<file path="src/rtl/bit_serializer_if.sv">
// Word-load handshake between a producer and the bit serializer.
// A word transfers on a rising clk edge where load_valid && load_ready; the producer
// holds data_in/load_valid stable until that edge, and load_ready never depends on load_valid.
interface bit_serializer_if #(
  parameter int WIDTH = 8
);
  logic [WIDTH-1:0] data_in;
  logic             load_valid;
  logic             load_ready;

  modport master (output data_in, output load_valid, input load_ready);
  modport slave  (input data_in, input load_valid, output load_ready);
endinterface

</file>
<file path="src/rtl/bit_serializer.sv">
// Parallel-to-serial converter with a one-word holding register so that consecutive
// words stream out without idle cycles; dout feeds the sequence detector's din.
module bit_serializer #(
  parameter int WIDTH     = 8,
  parameter bit MSB_FIRST = 1'b1,
  parameter bit IDLE_BIT  = 1'b0
) (
  input  logic                 clk,
  input  logic                 rst,
  bit_serializer_if.slave      bus,
  input  logic                 flush,
  output logic                 dout,
  output logic                 dout_valid,
  output logic                 frame_start,
  output logic                 busy,
  output logic                 state_o
);
  localparam int CW = $clog2(WIDTH);
  localparam logic [CW-1:0] LAST = CW'(WIDTH - 1);

  typedef enum logic {IDLE, SHIFT} state_e;

  state_e           state_q, state_d;
  logic [CW-1:0]    cnt_q, cnt_d;
  logic [WIDTH-1:0] sreg_q, sreg_d;
  logic [WIDTH-1:0] hold_q, hold_d;
  logic             hold_full_q, hold_full_d;
  logic             accept;
  logic             last_bit;

  assign bus.load_ready = !hold_full_q && !flush && !rst;
  assign accept         = bus.load_valid && bus.load_ready;
  assign last_bit       = (state_q == SHIFT) && (cnt_q == LAST);

  always_comb begin
    state_d     = state_q;
    cnt_d       = cnt_q;
    sreg_d      = sreg_q;
    hold_d      = hold_q;
    hold_full_d = hold_full_q;
    if (flush) begin
      state_d     = IDLE;
      cnt_d       = '0;
      hold_full_d = 1'b0;
    end else begin
      case (state_q)
        IDLE: begin
          if (accept) begin
            sreg_d  = bus.data_in;
            state_d = SHIFT;
            cnt_d   = '0;
          end
        end
        SHIFT: begin
          if (last_bit) begin
            cnt_d = '0;
            // A held word always wins; accept is impossible while hold is full.
            if (hold_full_q) begin
              sreg_d      = hold_q;
              hold_full_d = 1'b0;
            end else if (accept) begin
              sreg_d = bus.data_in;
            end else begin
              state_d = IDLE;
            end
          end else begin
            cnt_d = cnt_q + 1'b1;
            if (MSB_FIRST) sreg_d = {sreg_q[WIDTH-2:0], 1'b0};
            else           sreg_d = {1'b0, sreg_q[WIDTH-1:1]};
            if (accept) begin
              hold_d      = bus.data_in;
              hold_full_d = 1'b1;
            end
          end
        end
        default: begin
          state_d = IDLE;
          cnt_d   = '0;
        end
      endcase
    end
  end

  always_ff @(posedge clk) begin
    if (rst) begin
      state_q     <= IDLE;
      cnt_q       <= '0;
      sreg_q      <= '0;
      hold_q      <= '0;
      hold_full_q <= 1'b0;
    end else begin
      state_q     <= state_d;
      cnt_q       <= cnt_d;
      sreg_q      <= sreg_d;
      hold_q      <= hold_d;
      hold_full_q <= hold_full_d;
    end
  end

  // Outputs come from registered state only.
  assign dout        = (state_q == SHIFT) ? (MSB_FIRST ? sreg_q[WIDTH-1] : sreg_q[0]) : IDLE_BIT;
  assign dout_valid  = (state_q == SHIFT);
  assign frame_start = (state_q == SHIFT) && (cnt_q == '0);
  assign busy        = (state_q == SHIFT) || hold_full_q;
  assign state_o     = (state_q == SHIFT);
endmodule

</file>
<file path="src/flat_wrapper.sv">
// flat-port wrapper written by rule: the top's interface ports become plain ports
module bit_serializer_flat 
#(
  parameter int WIDTH     = 8,
  parameter bit MSB_FIRST = 1'b1,
  parameter bit IDLE_BIT  = 1'b0
)
  (clk, rst, flush, dout, dout_valid, frame_start, busy, state_o, bus_data_in, bus_load_valid, bus_load_ready);
  bit_serializer_if #(.WIDTH(WIDTH)) bus_i ();
  input  logic clk;
  input  logic rst;
  input  logic flush;
  output logic dout;
  output logic dout_valid;
  output logic frame_start;
  output logic busy;
  output logic state_o;
  input wire logic [$bits(bus_i.data_in)-1:0] bus_data_in;
  input wire logic [$bits(bus_i.load_valid)-1:0] bus_load_valid;
  output wire logic [$bits(bus_i.load_ready)-1:0] bus_load_ready;
  assign bus_i.data_in = bus_data_in;
  assign bus_i.load_valid = bus_load_valid;
  assign bus_load_ready = bus_i.load_ready;
  bit_serializer #(.WIDTH(WIDTH), .MSB_FIRST(MSB_FIRST), .IDLE_BIT(IDLE_BIT)) u_core (.clk(clk), .rst(rst), .bus(bus_i), .flush(flush), .dout(dout), .dout_valid(dout_valid), .frame_start(frame_start), .busy(busy), .state_o(state_o));
endmodule
</file>
<file path="config.mk">
export PLATFORM = sky130hd
export DESIGN_NAME = bit_serializer_flat
export DESIGN_NICKNAME = d
export VERILOG_FILES = /design/src/rtl/bit_serializer_if.sv /design/src/rtl/bit_serializer.sv /design/src/flat_wrapper.sv
export SDC_FILE = /design/constraint.sdc
export NUM_CORES = 1
export LEC_CHECK = 0
export ABC_AREA = 1
export CAP_MARGIN = 20
export CELL_PAD_IN_SITES_DETAIL_PLACEMENT = 2
export CELL_PAD_IN_SITES_GLOBAL_PLACEMENT = 2
export CORE_ASPECT_RATIO = 0.7
export CORE_MARGIN = 2
export CORE_UTILIZATION = 25
export DETAILED_ROUTE_END_ITERATION = 16
export GPL_TIMING_DRIVEN = 0
export MAX_ROUTING_LAYER = met4
export PLACE_DENSITY = 0.71
export SYNTH_ARGS = -nofsm -noshare
export SYNTH_HDL_FRONTEND = slang
export SYNTH_SLANG_ARGS = --single-unit
</file>
<file path="constraint.sdc">
create_clock -name clk -period 1.4 [get_ports clk]
set_input_delay 0.21 -clock clk [delete_from_list [all_inputs] [get_ports clk]]
set_output_delay 0.21 -clock clk [all_outputs]
set_load 0.03 [all_outputs]
</file>
* Word level (Yosys, flattened, before mapping) *
Cells that the tools add are included.

word-level totals
  word-level logic and storage cells = 39
  bits in registers = 21
  output and inout port bits = 6

operators by class
  multiplexer cells = 14
  reduce and logical (&&, ||, !) cells = 14
  eq/ne operators = 2
  add/sub/neg operators = 1
  bitwise logic cells = 3

operators by type and width
  cell                 number
  $mux 8               3
  $pmux 8 s2           1
  $mux 1               6
  $mux 3               2
  $pmux 3 s2           1
  $logic_and 1x1->1    5
  $reduce_and 4->1     1
  $add 3x1->3 const B  1
  $eq 3x3->1 const B   1
  $logic_not 1->1      3
  $logic_not 3->1      1
  $not 1->1            3
  $ne 2x1->1 const B   1
  $pmux 1 s2           1
  $reduce_and 2->1     1
  $reduce_bool 2->1    1
  $reduce_or 2->1      1
  $logic_or 1x1->1     1

* Longest topological paths before layout *
Gate-level depths: netlist (run 1).

  depth in word-level cells = 8
  mapped depth = 9
  depth with buffers taken out = 9

* Least setup slack after synthesis (run 1) *
OpenSTA, ideal clock, no wires.

  kind = register -> register
  from = register u_core.cnt_q[0]
  to = register u_core.hold_q[0]
  path slack = -0.026 ns
  cell stages (with the launch flop) = 9
  data arrival time = 1.310 ns
  data required time = 1.284 ns
  path through = dfxtp_1 -> ha_1 -> ha_1 -> inv_2 -> nand2_2 -> inv_2 -> nand3_2 -> o21ai_0 -> nor2_1

between the ends
  cells in the longest elaborated chain, start to end = 4

ends and longest elaborated chain
  what                        RTL line              RTL
  start, declared             bit_serializer.sv:24  logic [CW-1:0] cnt_q, cnt_d;
  start signal, assigned      bit_serializer.sv:93  cnt_q <= cnt_d;
  $eq 3x3->1                  bit_serializer.sv:33  assign last_bit = (state_q == SHIFT) && (cnt_q == LAST);
  $logic_and 1x1->1           bit_serializer.sv:33
  $not 1->1 (no line)         n/a
  $reduce_and 4->1 (no line)  n/a
  end signal, assigned        bit_serializer.sv:95  hold_q <= hold_d;
  end, declared               bit_serializer.sv:26  logic [WIDTH-1:0] hold_q, hold_d;

No other way between the ends.
A chain may end at the register's enable or synchronous reset.

* Worst setup path after layout (run 1) *
  from = register u_core.cnt_q[2]
  to = register u_core.sreg_q[4]

between the ends
  cells in the longest elaborated chain, start to end = 4

ends and longest elaborated chain
  what                  RTL line              RTL
  $eq 3x3->1            bit_serializer.sv:33
  $logic_and 1x1->1     bit_serializer.sv:33
  $mux 8                bit_serializer.sv:55  if (last_bit) begin
  $pmux 8 s2            bit_serializer.sv:46  case (state_q)
  end signal, assigned  bit_serializer.sv:94  sreg_q <= sreg_d;
  end, declared         bit_serializer.sv:25  logic [WIDTH-1:0] sreg_q, sreg_d;

No other way between the ends.

==> results.tsv, run 1 <==
metric	value	unit
status	finished with violations	
violations	negative setup slack	
drv_cap	0	
track_usage	0.2223	
path_class	flop to flop	
gp_congestion	0.7923	
dieWidth	81.41	um
p_leak	0.7391	nW
setup_ws	-117.6	ps
crit_arrival	1730	ps
synthSimpleGateAreaFrac	0.3365	
synthAdderAreaFrac	0.03580	
coreArea	0.003970	mm2
hold_class	input pin to flop	
final_cells	245	
cp_data_required_time	1610	ps
vias	1201	
cp_slowest_cell	dfxtp_1	
dp_hpwl	2547	um
rows	19	
skew	11.89	ps
ant_nets	0	
holdPathStages	2	
port_buffers	17	
syn-num-nets	167	
cts_max_level	1	
drtPass1Iterations	4	
ys_ff_latch	21	
worstPathMaxFanout	4	
reg2reg_depth	8	
cts_hold_buffers	0	
final_area	0.001802	mm2
max_freq	659.0	MHz
clk_latency	270	ps
numClockSinks	21	
placed_area	0.001300	mm2
cts_tree	built	
crit_chain	ha_4 > inv_6 > o21ai_4 > buf_4 > nand2_1 > o21ai_2 > nand2_1 > nand2_1	
drv_slew	0	
vdd_drop_max	0.3856	mV
drive_gt1_frac	0.4870	
final_util	0.4538	
overflow	0	
place_ws	-682.9	ps
path_buf_inv	2	
wl_per_cell	19.78	um
synth_warnings	0	
p_per_area	677.5	mW/mm2
antenna_found_initial	0	
die_h	58.19	um
cp.depth	8	
setup_viol	17	
place_inst	221	
cts_buffers	3	
setup_tns	-1354	ps
crit_path_start_kind	flop	
viasPerCell	4.902	
synthMuxAreaShare	0	
drc	0	
synth_xor_xnor_area_share	0	
grt_max_degree	12	
fin_crit_sh	1.084	
synth_compound_area_frac	0.1480	
hold_viol_final	0	
grt_pass1_wl	7217	um
first_global_vias	1319	
slew_headroom	0.8015	
cts_root_buf	clkbuf_8	
area_delta_synth_final	71.84	%
synth_top_family_by_area	simple AND/OR/NAND/NOR gates	
synthCells	152	
die-area	0.004737	mm2
yosysSeqAreaShare	0.4010	
critPathTopFamily	flip-flops	
initial_core_util	0.2641	
synth_area	0.001049	mm2
slowest_delay	460	ps
min_period	1518	ps
drtIter0Drc	31	
cp_common_cell	nand2_1	
syn_area_per_cell	6.898	um2
crit_path_end_kind	flop	
tightestPinTransition	297.0	ps
cts.path.max_buffers	2	
clk_pin_slew_worst_paths	90	ps
drt_wl_total	4845	um
synth.distinct_cells	22	
diodes	0	
rsz0062_at_grt	yes	
pin_count	18	
nets	209	
## Yosys cell counts
cell type,count,area share
a21oi_1,10,0.048
buf_2,2,0.0095
buf_4,1,0.0072
clkbuf_1,1,0.0036
clkinv_2,1,0.0048
dfxtp_1,21,0.40
ha_1,3,0.036
inv_1,10,0.036
inv_2,5,0.018
nand2_1,34,0.12
nand2_2,3,0.018
nand2_4,1,0.011
nand3_1,11,0.053
nand3_2,2,0.019
nor2_1,24,0.086
nor2_2,2,0.012
nor2_4,1,0.011
o2111a_1,1,0.011
o21ai_0,10,0.048
o21ai_1,7,0.033
o21ai_2,1,0.0084
or2_2,1,0.0060
## layout make-up
type / instances / area, um2
fillers: 441 / 2168
inverters: 16 / 96.34
clock buffers: 4 / 45.04
flip-flops and latches: 21 / 427.9
well taps: 52 / 65.06
multi-input cells: 111 / 780.7
plain buffers: 4 / 31.28
repair buffers: 37 / 355.3
## cell families (layout without fill, tap and decap cells)
group	Yosys count	in the layout
AND/OR/NAND/NOR	79	79
flip-flops	21	21
AO/OA/AOI/OAI	29	29
buffers and inverters	20	61
adder cells (fa/ha/maj)	3	3
## cells in the final DEF (no fill, tap or decap), drive strengths merged
master	n
nand2	38
nor2	27
buf	25
dfxtp	21
o21ai	18
inv	15
nand3	13
a21oi	10
clkdlybuf4s50	9
clkbuf	6
ha	3
dlygate4sd2	3
clkinv	1
or2	1
o2111a	1
dlymetal6s2s	1
clkdlybuf4s15	1
## stage by stage
stage / hold slack [ps] / total power [W]
5_1_grt: 403.2 / 0.001283
4_1_cts: 367.8 / 0.001202
3_3_place_gp: 460.4 / 0.0007551
3_5_place_dp: 470.5 / 0.0007601
6_report: 384.3 / 0.001221
2_1_floorplan: 279.1 / 0.0006882
## power breakdown
group / switching [W] / total, W / internal (W)
clock: 0.000215 / 0.000419 / 0.000203
sequential: 0.00000554 / 0.000608 / 0.000603
combinational: 0.000110 / 0.000194 / 0.0000836
## layer usage
layer | GRT usage | part of all wire | vias up
li1 | - | - | 574
met1 | 0.2626 | 0.43 | 592
met2 | 0.3876 | 0.52 | 27
met3 | 0.04829 | 0.032 | 8
met4 | 0.04843 | 0.018 | 0
met5 | - | 0 | -
## sequential cells by signal, indices dropped and copies added (netlist names)
signal and cells:
u_core.hold_q 8, u_core.sreg_q 8, u_core.cnt_q 3, u_core.dout_valid 1
u_core.hold_full_q 1
## final timing paths
path	slack, ps	startpoint	to
worst min register to register	480	u_core.sreg_q[5]	u_core.sreg_q[5]
worst min-delay path	380	rst	u_core.sreg_q[3]
worst max register to register	-120	u_core.cnt_q[2]	u_core.sreg_q[4]
worst max-delay path	-120	u_core.cnt_q[2]	u_core.sreg_q[4]
## timing repair
action                     4_1_cts  5_1_grt
gates resized for setup         72       36
buffers inserted                16        4
hold endpoints to repair         0        0
setup endpoints to repair       26       23
pin swaps                       16       13
Note: power is estimated with default switching activity, not from simulation.
==> run 2, diff against run 1 <==
--- a/config.mk
+++ b/config.mk
@@ -6,6 +6,7 @@
 export NUM_CORES = 1
 export LEC_CHECK = 0
 export ABC_AREA = 1
+export ABC_CLOCK_PERIOD_IN_PS = 1400
 export CAP_MARGIN = 20
 export CELL_PAD_IN_SITES_DETAIL_PLACEMENT = 2
 export CELL_PAD_IN_SITES_GLOBAL_PLACEMENT = 2
==> results of run 2 <==
No change in the layout: final DEF, timing and power equal those of run 1.
==> run 3, diff against run 2 <==
--- a/config.mk
+++ b/config.mk
@@ -8,15 +8,16 @@
 export ABC_AREA = 1
 export ABC_CLOCK_PERIOD_IN_PS = 1400
 export CAP_MARGIN = 20
-export CELL_PAD_IN_SITES_DETAIL_PLACEMENT = 2
-export CELL_PAD_IN_SITES_GLOBAL_PLACEMENT = 2
+export CELL_PAD_IN_SITES_DETAIL_PLACEMENT = 1
+export CELL_PAD_IN_SITES_GLOBAL_PLACEMENT = 1
 export CORE_ASPECT_RATIO = 0.7
 export CORE_MARGIN = 2
-export CORE_UTILIZATION = 25
+export CORE_UTILIZATION = 32
 export DETAILED_ROUTE_END_ITERATION = 16
 export GPL_TIMING_DRIVEN = 0
 export MAX_ROUTING_LAYER = met4
-export PLACE_DENSITY = 0.71
+export PLACE_DENSITY = 0.7
+export SKIP_CTS_REPAIR_TIMING = 1
 export SYNTH_ARGS = -nofsm -noshare
 export SYNTH_HDL_FRONTEND = slang
 export SYNTH_SLANG_ARGS = --single-unit
==> run 3 against run 2 <==
Net effect: the flow still finishes with violations (negative setup slack); clock power increased by 3%; sequential power about the same; clock-buffer cell count decreased by 1; cell count decreased by 8.2%; setup slack improved by 29 ps; die area decreased by 21%; critical path depth decreased by 3; total power about the same; non-clock buffer count decreased by 7.
==> results.tsv, run 3 (synthesis gave the netlist of run 1 again) <==
metric	value	unit	change
status	finished with violations		
violations	negative setup slack		
clk_pin_slew_worst_paths	100	ps	about the same
diodes	0		unchanged
initial_core_util	0.3331		+0.06897
vdd_drop_max	0.5687	mV	+47%
cts_max_level	1		unchanged
cts_buffers	3		unchanged
grt_max_degree	13		+1
min_period	1489	ps	-28.60 ps
drv_slew	0		unchanged
vias	1135		-5.5%
slew_headroom	0.7757		-0.02580
hold_start	rst		
largestRegisters	u_core.hold_q x8, u_core.sreg_q x8, u_core.cnt_q x3		
rsz0062_at_grt	yes		
wl_per_cell	16.75	um	-15%
drtPass1Iterations	4		unchanged
critPathLaunch	flush		
antenna_found_initial	0		unchanged
reg2reg_depth	9		+1
fin_crit_sh	1.064		-0.02043
dieWidth	72.42	um	-11%
max_freq	671.6	MHz	+1.9%
mostFrequentLayoutCell	nand2_1		
clk_latency	280	ps	about the same
cp_data_required_time	1190	ps	-420 ps
finalPower	0.001220	W	about the same
ant_nets	0		unchanged
drv_cap	0		unchanged
cts_root_buf	clkbuf_8		
drt_wl_total	3769	um	-22%
drtIter0Drc	48		+55%
place_ws	-671.8	ps	+11.12 ps
die-area	0.003758	mm2	-21%
pin_count	18		unchanged
regToRegSetupSlack	-80	ps	+40 ps
nets	203		-2.9%
n_fill_cell	393		-11%
track_usage	0.1840		-0.03826
cts.path.max_buffers	2		unchanged
hold_class	input pin to flop		
hold_viol_final	0		unchanged
setup_ws	-88.95	ps	+28.60 ps
dp_hpwl	2178	um	-14%
timing.rr.end	u_core.sreg_q[0]		
crit_arrival	1280	ps	-450 ps
crit_path_start_kind	input pin		
coreArea	0.003148	mm2	-21%
viasPerCell	5.044		+2.9%
rows	17		-2
tightestPinTransition	335.4	ps	+38.36 ps
drive_gt1_frac	0.3850		-0.1020
numClockSinks	21		unchanged
crit_path_end_kind	output port		
skew	15.80	ps	+3.915 ps
path_class	input pin to output port		
gp_congestion	0.7570		-4.5%
area_delta_synth_final	53.70	%	
overflow	0		unchanged
r2r-start	u_core.cnt_q[0]		
setup_viol	12		-5
p_leak	0.7009	nW	-5.2%
worstHoldEndpoint	u_core.dout_valid		
port_buffers	17		unchanged
layout_common_cells	28 x nand2_1, 17 x dfxtp_1, 16 x nor2_1		
cts_tree	built		
p_per_area	757.2	mW/mm2	+12%
die_h	51.89	um	-11%
holdPathStages	2		unchanged
drc	0		unchanged
worstPathMaxFanout	3		-1
first_global_vias	1044		-21%
grt_pass1_wl	4919	um	-32%
-- run 3: cell count changes in the layout (fill, tap and decap cells not counted), sizes merged --
| cell | change |
|---|---|
| inv | +1 |
| nand3 | +1 |
| clkdlybuf4s50 | +1 |
| clkdlybuf4s15 | -1 |
| buf | -6 |
| dlymetal6s2s | +2 |
| clkbuf | -1 |
| dlygate4sd2 | -3 |
-- run 3: where the power goes --
group | internal, W | total (W) | switching [W] | leakage [nW]
Combinational | 0.0000803 | 0.000179 | 0.0000982 | 0.504
Sequential | 0.000605 | 0.000610 | 0.00000542 | 0.172
Clock | 0.000199 | 0.000432 | 0.000232 | 0.0255
Total | 0.000884 | 0.00122 | 0.000336 | 0.701
-- run 3: per-stage QoR --
| stage | TNS, ps | instance area [um2] | hold slack [ps] | cells | util |
|---|---|---|---|---|---|
| 2_1_floorplan | 0 | 1065 | 279.1 | 152 | - |
| 3_3_place_gp | -6775 | 1282 | 459.4 | 207 | 0.4074 |
| 3_5_place_dp | -7347 | 1282 | 461.6 | 207 | 0.4074 |
| 4_1_cts | -7074 | 1329 | 475.2 | 211 | 0.4221 |
| 5_1_grt | -1776 | 1612 | 272.2 | 225 | 0.5119 |
| 6_report | -555.8 | 1612 | 254.9 | 225 | 0.5119 |
-- run 3: routing by layer --
layer,wire [um],track usage
met5,0,-
met4,78,0.04630
met3,167,0.04651
met2,1771,0.3058
met1,1751,0.2270
-- run 3: how the worst max path moves through the flow --
stage               cells after the start  slack (ps)               end
floorplan                               8          10  u_core.sreg_q[3]
finish                                  5         -90    bus_load_ready
detailed placement                      5        -670    bus_load_ready
global route                            9        -160  u_core.sreg_q[0]
global placement                        5        -660    bus_load_ready
CTS                                     5        -680    bus_load_ready
-- run 3: critical path: stages --
cell	delay (ps)
clkdlybuf4s50_1	480
inv_2	130
nand2_2	100
nor2_4	160
buf_4	190
-- run 3: layout make-up --
type                       instances  area, um2  share of cell area
buffer                             4      28.78             0.01786
clock buffer                       3      41.29             0.02562
clock inverter                     1      5.005            0.003106
inverter                          16      80.08             0.04969
multi-input combinational        112      694.4              0.4309
sequential                        21      425.4              0.2640
tap                               38      47.55             0.02950
timing repair buffer              30      289.0              0.1793
